==> src/rtl/pif_cmd_decoder.sv <==
// pif_cmd_decoder
// Decodes the byte stream received by the EFB I2C slave. Each byte is
// {tag[1:0], payload[5:0]}: an A_ADDR tag loads the register pointer and a
// D_ADDR tag writes the addressed register, then advances the pointer.
// Tag 2'b11 is reserved; it parks the transaction in DISCARD until the
// next START or STOP. The register bank holds the ID, a scratch register,
// the LED mode and a status/error register.
//
// Optional feature: define PIF_CMDDEC_READBACK_EN to enable the readback
// path (RD_REQ -> TX_VALID/TX_BYTE). When it is undefined, TX_VALID and
// TX_BYTE are held at 0 and RD_REQ has no effect.
//
// Ports:
//   CLK, GSRn          clock, async active-low reset
//   I2C_START/STOP     bus condition pulses
//   RX_VALID, RX_BYTE  received byte
//   RD_REQ             slave wants the next transmit byte
//   TX_VALID, TX_BYTE  readback byte, one cycle after RD_REQ
//   WR_STROBE/ADDR/DATA accepted register write, one cycle after RX_VALID
//   LED_MODE           register 2 bits [1:0]
//   ERR                sticky error flag
`ifndef A_ADDR
`define A_ADDR 2'b01
`endif
`ifndef D_ADDR
`define D_ADDR 2'b10
`endif
`ifndef I2C_DATA_BITS
`define I2C_DATA_BITS 6
`endif

module pif_cmd_decoder #(
  parameter int          REG_COUNT      = 8,
  parameter logic [5:0]  ID_VALUE       = 6'h2A,
  parameter logic [1:0]  LED_RESET_MODE = 2'd0
) (
  input  logic       CLK,
  input  logic       GSRn,
  input  logic       I2C_START,
  input  logic       I2C_STOP,
  input  logic       RX_VALID,
  input  logic [7:0] RX_BYTE,
  input  logic       RD_REQ,
  output logic [7:0] TX_BYTE,
  output logic       TX_VALID,
  output logic       WR_STROBE,
  output logic [5:0] WR_ADDR,
  output logic [5:0] WR_DATA,
  output logic [1:0] LED_MODE,
  output logic       ERR
);

  localparam int         IW = (REG_COUNT > 1) ? $clog2(REG_COUNT) : 1;
  localparam logic [6:0] RC = 7'(REG_COUNT);

  typedef enum logic [1:0] {IDLE, ACTIVE, DISCARD} state_t;

  state_t     state;
  logic [5:0] ptr;
  logic [5:0] regs [REG_COUNT];  // entries 0 and 3 are never written
  logic [5:0] err_cnt;

  logic [1:0] tag;
  logic [5:0] payload;
  logic       in_range;
  logic       writable;
  logic [IW-1:0] idx;

  assign tag      = RX_BYTE[7:6];
  assign payload  = RX_BYTE[`I2C_DATA_BITS-1:0];
  assign in_range = {1'b0, ptr} < RC;
  assign writable = in_range && (ptr != 6'd0) && (ptr != 6'd3);
  assign idx      = ptr[IW-1:0];
  assign LED_MODE = regs[2][1:0];

`ifdef PIF_CMDDEC_READBACK_EN
  logic [5:0] rd_val;

  always_comb begin
    rd_val = regs[idx];
    if (ptr == 6'd0)      rd_val = ID_VALUE;
    else if (ptr == 6'd3) rd_val = {err_cnt[4:0], ERR};
  end
`else
  logic unused_rd_req;
  assign unused_rd_req = RD_REQ;
  assign TX_VALID      = 1'b0;
  assign TX_BYTE       = 8'h00;
`endif

  always_ff @(posedge CLK or negedge GSRn) begin
    if (!GSRn) begin
      state     <= IDLE;
      ptr       <= '0;
      for (int i = 0; i < REG_COUNT; i++) regs[i] <= '0;
      regs[2]   <= {4'b0, LED_RESET_MODE};
      err_cnt   <= '0;
      ERR       <= 1'b0;
      WR_STROBE <= 1'b0;
      WR_ADDR   <= '0;
      WR_DATA   <= '0;
`ifdef PIF_CMDDEC_READBACK_EN
      TX_VALID  <= 1'b0;
      TX_BYTE   <= '0;
`endif
    end else begin
      WR_STROBE <= 1'b0;
`ifdef PIF_CMDDEC_READBACK_EN
      TX_VALID  <= 1'b0;
`endif
      // A received byte takes precedence over a read request in the same cycle.
      if (RX_VALID) begin
        if (state == ACTIVE) begin
          if (tag == `A_ADDR) begin
            ptr <= payload;
          end else if (tag == `D_ADDR) begin
            if (writable) begin
              regs[idx] <= payload;
              WR_STROBE <= 1'b1;
              WR_ADDR   <= ptr;
              WR_DATA   <= payload;
              // all-ones to the scratch register acknowledges errors
              if (ptr == 6'd1 && payload == 6'h3F) begin
                ERR     <= 1'b0;
                err_cnt <= '0;
              end
            end else begin
              ERR <= 1'b1;
              if (err_cnt != 6'h3F) err_cnt <= err_cnt + 6'd1;
            end
            ptr <= ptr + 6'd1;
          end else if (tag == 2'b11) begin
            state <= DISCARD;
          end
        end
`ifdef PIF_CMDDEC_READBACK_EN
      end else if (RD_REQ) begin
        TX_VALID <= 1'b1;
        if (state == ACTIVE) begin
          TX_BYTE <= in_range ? {2'b00, rd_val} : 8'hFF;
          ptr     <= ptr + 6'd1;
        end else begin
          TX_BYTE <= 8'hFF;
        end
`endif
      end
      // Bus conditions apply after the byte, so they override DISCARD.
      if (I2C_STOP)       state <= IDLE;
      else if (I2C_START) state <= ACTIVE;
    end
  end

endmodule
==> config.mk <==
export PLATFORM = sky130hd
export DESIGN_NAME = pif_cmd_decoder
export DESIGN_NICKNAME = d
export VERILOG_FILES = /design/src/rtl/pif_cmd_decoder.sv
export SDC_FILE = /design/constraint.sdc
export NUM_CORES = 1
export LEC_CHECK = 0
export ABC_AREA = 1
export BUFFER_PORTS_ARGS = -buffer_cell sky130_fd_sc_hd__buf_2
export CAP_MARGIN = 10
export CORE_MARGIN = 4
export CORE_UTILIZATION = 35
export DETAILED_ROUTE_END_ITERATION = 8
export GPL_TIMING_DRIVEN = 1
export PLACE_DENSITY = 0.59
export SLEW_MARGIN = 25
export SYNTH_ARGS = -nofsm -noshare
export SYNTH_HDL_FRONTEND = slang
export SYNTH_SLANG_ARGS = --single-unit
==> constraint.sdc <==
create_clock -name CLK -period 2.1 [get_ports CLK]
set_input_delay 0.21 -clock CLK [delete_from_list [all_inputs] [get_ports CLK]]
set_output_delay 0.21 -clock CLK [all_outputs]
set_load 0.01 [all_outputs]
# [Yosys cells after proc, flatten, opt, wreduce, memory -nomap -nowiden]
# Cells that the tools add are included.
[op_classes] addsub=1 multipliers=0 div_mod_pow=0 magnitude_cmp=3 n_eq_ne=10 shifts=0 mux=19 bitwise=2 reduce_logical=13
[op_table] cell="bitwise mux 48 bit" n=1
[op_table] cell="demux 6 bit (select 3 bit)" n=1
[op_table] cell="two-way mux 6 bit" n=3
[op_table] cell="AND reduction 5 bit" n=3
[op_table] cell="two-way mux 2 bit" n=7
[op_table] cell="nonzero test 3 bit" n=3
[op_table] cell="two-way mux 1 bit" n=7
[op_table] cell="adder 6 x 1 -> 6 bit, second input constant" n=1
[op_table] cell="== test 6 x 1 -> 1 bit, second input constant" n=1
[op_table] cell="== test 6 bit, second input constant" n=1
[op_table] cell="< comparator 6 x 4 -> 1 bit, second input constant" n=1
[op_table] cell="!= test 3 bit, second input constant" n=2
[op_table] cell="!= test 6 x 2 -> 1 bit, second input constant" n=1
[op_table] cell="nonzero test 6 bit" n=1
[op_table] cell="== test 2 x 1 -> 1 bit, second input constant" n=2
[op_table] cell="== test 2 bit, second input constant" n=2
[op_table] cell="greater-or-equal comparator 4 bit, second input constant" n=1
[op_table] cell="logical AND 1 bit" n=4
[op_table] cell="< comparator 4 x 1 -> 1 bit, second input constant" n=1
[op_table] cell="inverter 3 -> 4 bit" n=1
[op_table] cell="AND reduction 3 bit" n=1
[op_table] cell="!= test 2 x 1 -> 1 bit, second input constant" n=1
[op_table] cell="nonzero test 2 bit" n=1
[op_table] cell="inverter 1 bit" n=1
[totals] reg_bits=70 latchBits=0 ram_bits=0 romBits=0 word_cells=62 mem_count=0

# [Depth between registers and ports, before layout]
# Gate-level depths: netlist (run 1).
[logic_depth] depth_word=8 mapped_depth=10

# [Worst setup path after synthesis (run 1)]
# No wires, ideal clock.
[synth_path] kind="reg2reg" startpoint="reg ptr[0]" endpoint="reg WR_ADDR[2]" setup_time_ps=118 arrival_time_ps=1358 setup_slack_ps=624 stages_incl_launch_ff=10 path_buffers=1 synth_period_minus_slack_ps=1476 path_cell_list="dfrtp_1 inv_1 ha_1 nor2_1 nor2_2 nor2_4 nand2_4 buf_6 nand2_1 o21ai_2"
[synth_between] elab_chain_cells=4 elab_cells_between_ends=6 classes_between="order compare: 1; eq/ne: 1; reduce/logical: 4"
[synth_rtl] element="start, declared" line_no="59" source="logic [5:0] ptr;"
[synth_rtl] element="start signal, assigned" line_no="115" source="ptr <= payload;"
[synth_rtl] element="start signal, assigned" line_no="131" source="ptr <= ptr + 6'd1;"
[synth_rtl] element="< comparator 6 x 4 -> 1 bit / nonzero test 6 bit (equally long branches)" line_no="71, 72"
[synth_rtl] element="logical AND 1 bit" line_no="72" source="assign writable = in_range && (ptr != 6'd0) && (ptr != 6'd3);"
[synth_rtl] element="logical AND 1 bit *" line_no="72"
[synth_rtl] element="AND reduction 5 bit (no line) *"
[synth_rtl] element="end signal, assigned" line_no="120" source="WR_ADDR <= ptr;"
[synth_rtl] element="end, declared" line_no="47" source="output logic [5:0] WR_ADDR,"
# Every way passes the cells marked *; elsewhere a longest branch is shown, timed or not.
# A chain may end at the register's enable or synchronous reset.

# [Worst setup path after layout (run 1)]
[layout_path] startpoint="reg ptr[0]" endpoint="reg WR_DATA[1]"
[layout_between] elab_chain_cells=4 elab_cells_between_ends=6 classes_between="order compare: 1; eq/ne: 1; reduce/logical: 4"
[layout_rtl] element="< comparator 6 x 4 -> 1 bit / nonzero test 6 bit (equally long branches)" line_no="71, 72"
[layout_rtl] element="logical AND 1 bit" line_no="72"
[layout_rtl] element="logical AND 1 bit *" line_no="72"
[layout_rtl] element="AND reduction 5 bit (no line) *"
[layout_rtl] element="end signal, assigned" line_no="121" source="WR_DATA <= payload;"
[layout_rtl] element="end, declared" line_no="48" source="output logic [5:0] WR_DATA,"
# Marks and branches as above.

==> results.ini, run 1 <==
[run_status]
status=completed

[synthesis]
syn_avg_cell_area_sq_um=8.449
yosysSeqAreaShare_pct=43.88
synthesized_instance_count=162
yosys.cell_types.count=27
postSynthRegisterBits=24
edff_count_synth=0
synth-warning-count=0
yosys_most_used_dff=sky130_fd_sc_hd__dfrtp_1
synth_async_sr_flop_share_pct=100.0
synth_area_sq_mm=0.001369

[global_route]
grt_overflow=0
pin_count_of_the_biggest_net_entering_global_routing=25
first_global_vias=973
grt_first_pass_wirelength_um=4429
antenna_violations_before_repair=0
gr-usage-all-layers_pct=10.87

[setup_path]
reg2reg_to=WR_DATA[1]
regToRegSetupSlack_ns=0.45
worstSetupStartpoint=ptr[0]
r2r.worst_path.cells=9
end_kind=flip-flop
startpoint_type=flip-flop
worstPathArrival_ns=1.86
crit_type=flip-flop to flip-flop
crit_fanout=17
rr_startpoint=ptr[0]
worstSetupEndpoint=WR_DATA[1]
critical_path_required_ns=2.31

[die]
boundary_pins=39
floorplan.die_area_sq_mm=0.004975
fp-row-count=22
fp.dieW_um=70.54
die_h_um=70.54
placeable_core_area_sq_mm=0.003716
start_util_pct=36.84

[clock_network]
cts_tree=done
clkSinkCount=24
numCtsBuffers=3
clk_transition_reported_paths_ns=0.09
root_buf_cell=sky130_fd_sc_hd__clkbuf_8
cts_buffer_depth=2
cts_htree_levels=1
post_cts.resized_instances=0
clk-insertion-delay-late_ns=0.27

[sta]
max_slew_margin_vs_limit_pct=64.62
hold_viol_final=0
transition_time_at_the_pin_with_the_least_slew_margin_ns=0.5308
period_utilization_pct=78.59
fin_crit_ns=1.650
setup_viols_final=0
timing.setup.tns_ns=0
highest_clock_frequency_the_design_can_meet_ghz=0.6059
finalMaxSlewViolations=0
grt_setup_unrepaired=no
worst_clock_skew_ns=0.005576

[run]
timing.max_cap.violations=0

[routing]
dr.first_iter.drc_count=55
finalWirelength_um=2601
post-route-drc-count=0
drt-vias-per-instance=4.424
vias=1053
firstDrtPassIters=4
final_antenna_net_count=0
detail_route.wl_per_cell_um=10.93

[cells_and_area]
finish.net_count=211
instances_no_fill=238
flow.area_growth_from_synthesis_pct=15.45
post_route_cells_drive_above_1_share_pct=25.26
antenna_cells_inserted=0
final_core_utilization_pct=42.53

[placement]
dpl_cells=233
routabilityCongestion=0.7741
post-dp-hpwl_um=2022
buffer_ports.inserted=28

[power_and_ir_drop]
vdd_ir_drop_max_mv=0.3257
power_density_mw_per_mm2=1131
power.leakage_nw=0.9094

[worst_hold_path]
hold_class=primary input to flip-flop
min-delay-start=I2C_STOP

-- cell families after synthesis --
logic type	after synthesis	synth area share [%]
buffers and inverters	35	13.71
XOR/XNOR	2	1.280
adder cells (fa/ha/maj)	6	5.484
other	1	0.2740
AND/OR/NAND/NOR	77	26.69
AO/OA/AOI/OAI	17	8.683
flip-flops	24	43.88
-- synthesized netlist by cell type (3+ instances only) --
master                    number  share of area (%)
sky130_fd_sc_hd__o21ai_2       7                4.5
sky130_fd_sc_hd__nand3_1       8                2.9
sky130_fd_sc_hd__dfrtp_1      24                 44
sky130_fd_sc_hd__a21oi_1       5                1.8
sky130_fd_sc_hd__nand2_1      42                 12
sky130_fd_sc_hd__inv_1        19                5.2
sky130_fd_sc_hd__nor2_1       15                4.1
sky130_fd_sc_hd__buf_4         9                4.9
sky130_fd_sc_hd__ha_1          6                5.5
sky130_fd_sc_hd__nand4_1       3                1.4
-- worst max-delay path, stage by stage, from the launching register on --
cell and delay (ns):
sky130_fd_sc_hd__dfrtp_1 0.49, sky130_fd_sc_hd__inv_1 0.13, sky130_fd_sc_hd__ha_1 0.22, sky130_fd_sc_hd__nor2_1 0.13, sky130_fd_sc_hd__nor2_2 0.07, sky130_fd_sc_hd__nor2_4 0.14, sky130_fd_sc_hd__nand2_4 0.16, sky130_fd_sc_hd__inv_2 0.14
sky130_fd_sc_hd__nand2_1 0.06, sky130_fd_sc_hd__nand2_1 0.05
-- layout make-up --
class                           instances  area (sq um)
Tap cell                               48         60.06
Fill cell                             395          2136
Timing Repair Buffer                   29         150.1
Inverter                               22         87.58
Clock inverter                          1         30.03
Multi-Input combinational cell        111         610.6
Sequential cell                        24         600.6
Clock buffer                            3         41.29
-- worst min-delay path by stage --
stage / endpoint / cells after the start
global placement: WR_DATA[4] / 1
floorplan: ERR / 0
global route: state[0] / 2
CTS: state[0] / 2
finish: state[0] / 2
detailed placement: WR_DATA[3] / 1
-- layout by cell type (no fill, tap or decap) --
cell type | synthesis | routed
sky130_fd_sc_hd__a21oi_1 | 5 | 5
sky130_fd_sc_hd__and3_1 | 1 | 1
sky130_fd_sc_hd__buf_2 | 2 | 28
sky130_fd_sc_hd__bufinv_16 | 0 | 1
sky130_fd_sc_hd__clkbuf_8 | 0 | 3
sky130_fd_sc_hd__clkinv_4 | 1 | 1
sky130_fd_sc_hd__conb_1 | 1 | 9
sky130_fd_sc_hd__dfrtp_1 | 24 | 24
sky130_fd_sc_hd__dlygate4sd3_1 | 0 | 1
sky130_fd_sc_hd__ha_1 | 6 | 6
sky130_fd_sc_hd__inv_1 | 19 | 19
sky130_fd_sc_hd__inv_2 | 2 | 2
sky130_fd_sc_hd__nand2_1 | 42 | 42
sky130_fd_sc_hd__nand2_4 | 1 | 1
sky130_fd_sc_hd__nand3_1 | 8 | 8
sky130_fd_sc_hd__nand3_2 | 1 | 1
sky130_fd_sc_hd__nand3_4 | 1 | 1
sky130_fd_sc_hd__nand4_1 | 3 | 3
sky130_fd_sc_hd__nor2_1 | 15 | 15
sky130_fd_sc_hd__nor2_2 | 1 | 1
sky130_fd_sc_hd__nor2_4 | 1 | 1
sky130_fd_sc_hd__nor2_8 | 1 | 1
sky130_fd_sc_hd__nor3_1 | 2 | 2
sky130_fd_sc_hd__o21ai_0 | 2 | 2
sky130_fd_sc_hd__o21ai_2 | 7 | 7
sky130_fd_sc_hd__o21bai_1 | 1 | 1
sky130_fd_sc_hd__o31ai_1 | 2 | 2
sky130_fd_sc_hd__xor2_1 | 2 | 2
-- flip-flops by register name, indices dropped and copies added (netlist names) --
register   cells
LED_MODE       2
WR_STROBE      1
ERR            1
state          2
ptr            6
WR_ADDR        6
WR_DATA        6
-- metrics by stage --
step / cell area, sq um / power (mW) / setup slack, ns / hold WS [ns]
3_5_place_dp: 1499 / 1.401 / 0.4589 / 0.2287
2_1_floorplan: 1399 / 1.202 / 0.6242 / -0.08559
6_report: 1580 / 1.787 / 0.4496 / 0.08827
4_1_cts: 1580 / 1.817 / 0.4342 / 0.07677
5_1_grt: 1580 / 1.941 / 0.2273 / 0.08455
3_3_place_gp: 1499 / 1.391 / 0.4375 / 0.2298
-- power breakdown --
group          switching (mW)  total (mW)  internal, mW
clock network           0.149       0.404         0.255
registers               0.132       0.757         0.625
logic                   0.367       0.625         0.258
-- timing repair --
item / 4_1_cts / 5_1_grt
buffers inserted: 0 / 0
hold buffers: 1 / 0
endpoints found under the setup margin: 0 / 0
hold endpoints to repair: 24 / 0
-- per-layer routing --
metal  track usage, %  wire (um)  vias up
li1                 -          -      540
met2            16.22       1142       33
met4            3.758         29        0
met3            3.125        206        3
met5                0          0        -
met1            15.12       1223      477
Note: power is estimated with default switching activity, not from simulation.
==> run 2, diff against run 1 <==
==> constraint.sdc (replaced) <==
create_clock -name CLK -period 1.7 [get_ports CLK]
set_input_delay 0.17 -clock CLK [delete_from_list [all_inputs] [get_ports CLK]]
set_output_delay 0.17 -clock CLK [all_outputs]
set_load 0.01 [all_outputs]
==> results.ini, run 2 (synthesized netlist as in run 1, its figures left out) <==
[run_status]
status=completed

[die]
start_util_pct=36.84  ; unchanged
floorplan.die_area_sq_mm=0.004975  ; unchanged
placeable_core_area_sq_mm=0.003716  ; unchanged
boundary_pins=39  ; unchanged
fp-row-count=22  ; unchanged
fp.dieW_um=70.54  ; unchanged
die_h_um=70.54  ; unchanged

[power_and_ir_drop]
power.leakage_nw=0.9214  ; +1.3%
p_total_mw=2.074  ; +16%
power_density_mw_per_mm2=1298  ; +15%
vdd_ir_drop_max_mv=0.3472  ; +6.6%

[worst_hold_path]
min-delay-start=I2C_STOP
hold_class=primary input to flip-flop
end_point_of_the_worst_hold_path=state[0]
hold_path_depth=2  ; unchanged

[placement]
post-dp-hpwl_um=2033  ; +0.53%
dpl_cells=239  ; +2.6%
pre_cts_slack_ns=0.1878  ; -0.2711 ns
buffer_ports.inserted=28  ; unchanged
routabilityCongestion=0.8020  ; +3.6%

[global_route]
pin_count_of_the_biggest_net_entering_global_routing=25  ; unchanged
gr-usage-all-layers_pct=10.51  ; -0.36 points
first_global_vias=967  ; -0.62%
grt_first_pass_wirelength_um=4340  ; -2.0%
antenna_violations_before_repair=0  ; unchanged
grt_overflow=0  ; unchanged

[sta]
worst_clock_skew_ns=0.003507  ; -0.002069 ns
transition_time_at_the_pin_with_the_least_slew_margin_ns=0.5367  ; +0.005896 ns
highest_clock_frequency_the_design_can_meet_ghz=0.6666  ; +10%
max_slew_margin_vs_limit_pct=64.22  ; -0.39 points
finalWorstSetupSlack_ns=0.1998  ; -0.2498 ns
hold_viol_final=0  ; unchanged
period_utilization_pct=88.25  ; +9.7 points
fin_crit_ns=1.500  ; -0.1502 ns
timing.setup.tns_ns=0  ; unchanged
setup_viols_final=0  ; unchanged
finalMaxSlewViolations=0  ; unchanged
grt_setup_unrepaired=no

[setup_path]
worstPathArrival_ns=1.70  ; -0.16 ns
path_common_cell=sky130_fd_sc_hd__nand2_1
cpPeakStageDelay_ns=0.44  ; -0.05 ns
critical_path_required_ns=1.90  ; -0.41 ns
startpoint_type=flip-flop
crit_fanout=17  ; unchanged
rr_startpoint=ptr[0]
r2r.worst_path.cells=8  ; -1
end_kind=flip-flop
reg2reg_to=WR_DATA[2]
critical_path.slowest_cell=sky130_fd_sc_hd__dfrtp_2
critical_path.cell_chain=ha_1 -> nor2_1 -> nor2_2 -> nor2_4 -> nand2_4 -> inv_2 -> nand2_1 -> nand2_1
crit_type=flip-flop to flip-flop
regToRegSetupSlack_ns=0.20  ; -0.25 ns

[clock_network]
clk-insertion-delay-late_ns=0.26  ; about the same
root_buf_cell=sky130_fd_sc_hd__clkbuf_8
clk_transition_reported_paths_ns=0.08  ; about the same
clkSinkCount=24  ; unchanged
cts_htree_levels=1  ; unchanged
cts_tree=done
numCtsBuffers=3  ; unchanged
cts_buffer_depth=2  ; unchanged
cts_setup_buffers=0  ; unchanged

[routing]
firstDrtPassIters=4  ; unchanged
post-route-drc-count=0  ; unchanged
finalWirelength_um=2558  ; -1.7%
vias=1049  ; -0.38%
dr.first_iter.drc_count=21  ; -62%
final_antenna_net_count=0  ; unchanged
detail_route.wl_per_cell_um=10.53  ; -3.7%
drt-vias-per-instance=4.317  ; -2.4%

[cells_and_area]
instances_no_fill=243  ; +2.1%
flow.area_growth_from_synthesis_pct=16.73
finish.net_count=217  ; +2.8%
biggest_registers_after_layout=WR_ADDR: 6 flops, WR_DATA: 6 flops, ptr: 6 flops
post_route_cells_drive_above_1_share_pct=28.21  ; +2.9 points
antenna_cells_inserted=0  ; unchanged
mostFrequentLayoutCells=sky130_fd_sc_hd__nand2_1 (42), sky130_fd_sc_hd__buf_2 (28), sky130_fd_sc_hd__dfrtp_1 (22)
final_common_cell=sky130_fd_sc_hd__nand2_1

[run]
timing.max_cap.violations=0  ; unchanged

-- run 2: worst max path at each step --
stage,to,depth (start not counted),from
after detailed placement,WR_DATA[2],9,ptr[0]
after floorplan,WR_ADDR[2],9,ptr[0]
after global routing,WR_DATA[2],8,ptr[0]
final,WR_DATA[2],8,ptr[0]
after global placement,WR_DATA[1],9,ptr[1]
after CTS,WR_DATA[2],9,ptr[1]
-- run 2: what timing repair did --
action                                  4_1_cts  5_1_grt
hold endpoints to repair                     24        0
resized for setup                             0        2
endpoints found under the setup margin        0        1
hold buffers                                  1        0
-- run 2: per-stage QoR --
| step | util (%) | hold slack [ns] | cell area, sq um |
|---|---|---|---|
| CTS | 42.93 | 0.05350 | 1595 |
| finish | 43.00 | 0.06484 | 1598 |
| global route | 43.00 | 0.06574 | 1598 |
| detailed placement | 41.55 | 0.1888 | 1544 |
| global placement | 41.55 | 0.1831 | 1544 |
| floorplan | - | -0.1256 | 1399 |
-- run 2: routing by layer --
metal  vias to the layer above  share of wire, %  track usage [%]
met1                       464                47            14.84
met2                        30                46            17.05
li1                        555                 -                -
met4                         0                 0            1.253
met5                         -                 0                0
met3                         0               7.5            2.415
-- run 2: power by group --
part	leakage (nW)	internal (mW)	switching, mW
combinational	0.595	0.355	0.463
sequential	0.304	0.776	0.156
clock	0.0216	0.158	0.164
total	0.921	1.29	0.784
-- run 2: worst max-delay path: cells and delay by family (launching register included) --
| family | cells | cell delay [ns] |
|---|---|---|
| flops | 1 | 0.44 |
| simple gates | 6 | 0.59 |
| buf+inv | 1 | 0.14 |
| fa+ha+maj | 1 | 0.25 |
-- run 2: cell type report --
class / instances / area, sq um
sequential: 24 / 603.1
tap: 48 / 60.06
multi-input combinational: 111 / 610.6
clock buffer: 3 / 41.29
timing repair buffer: 35 / 195.2
inverter: 22 / 87.58
fill: 400 / 2118
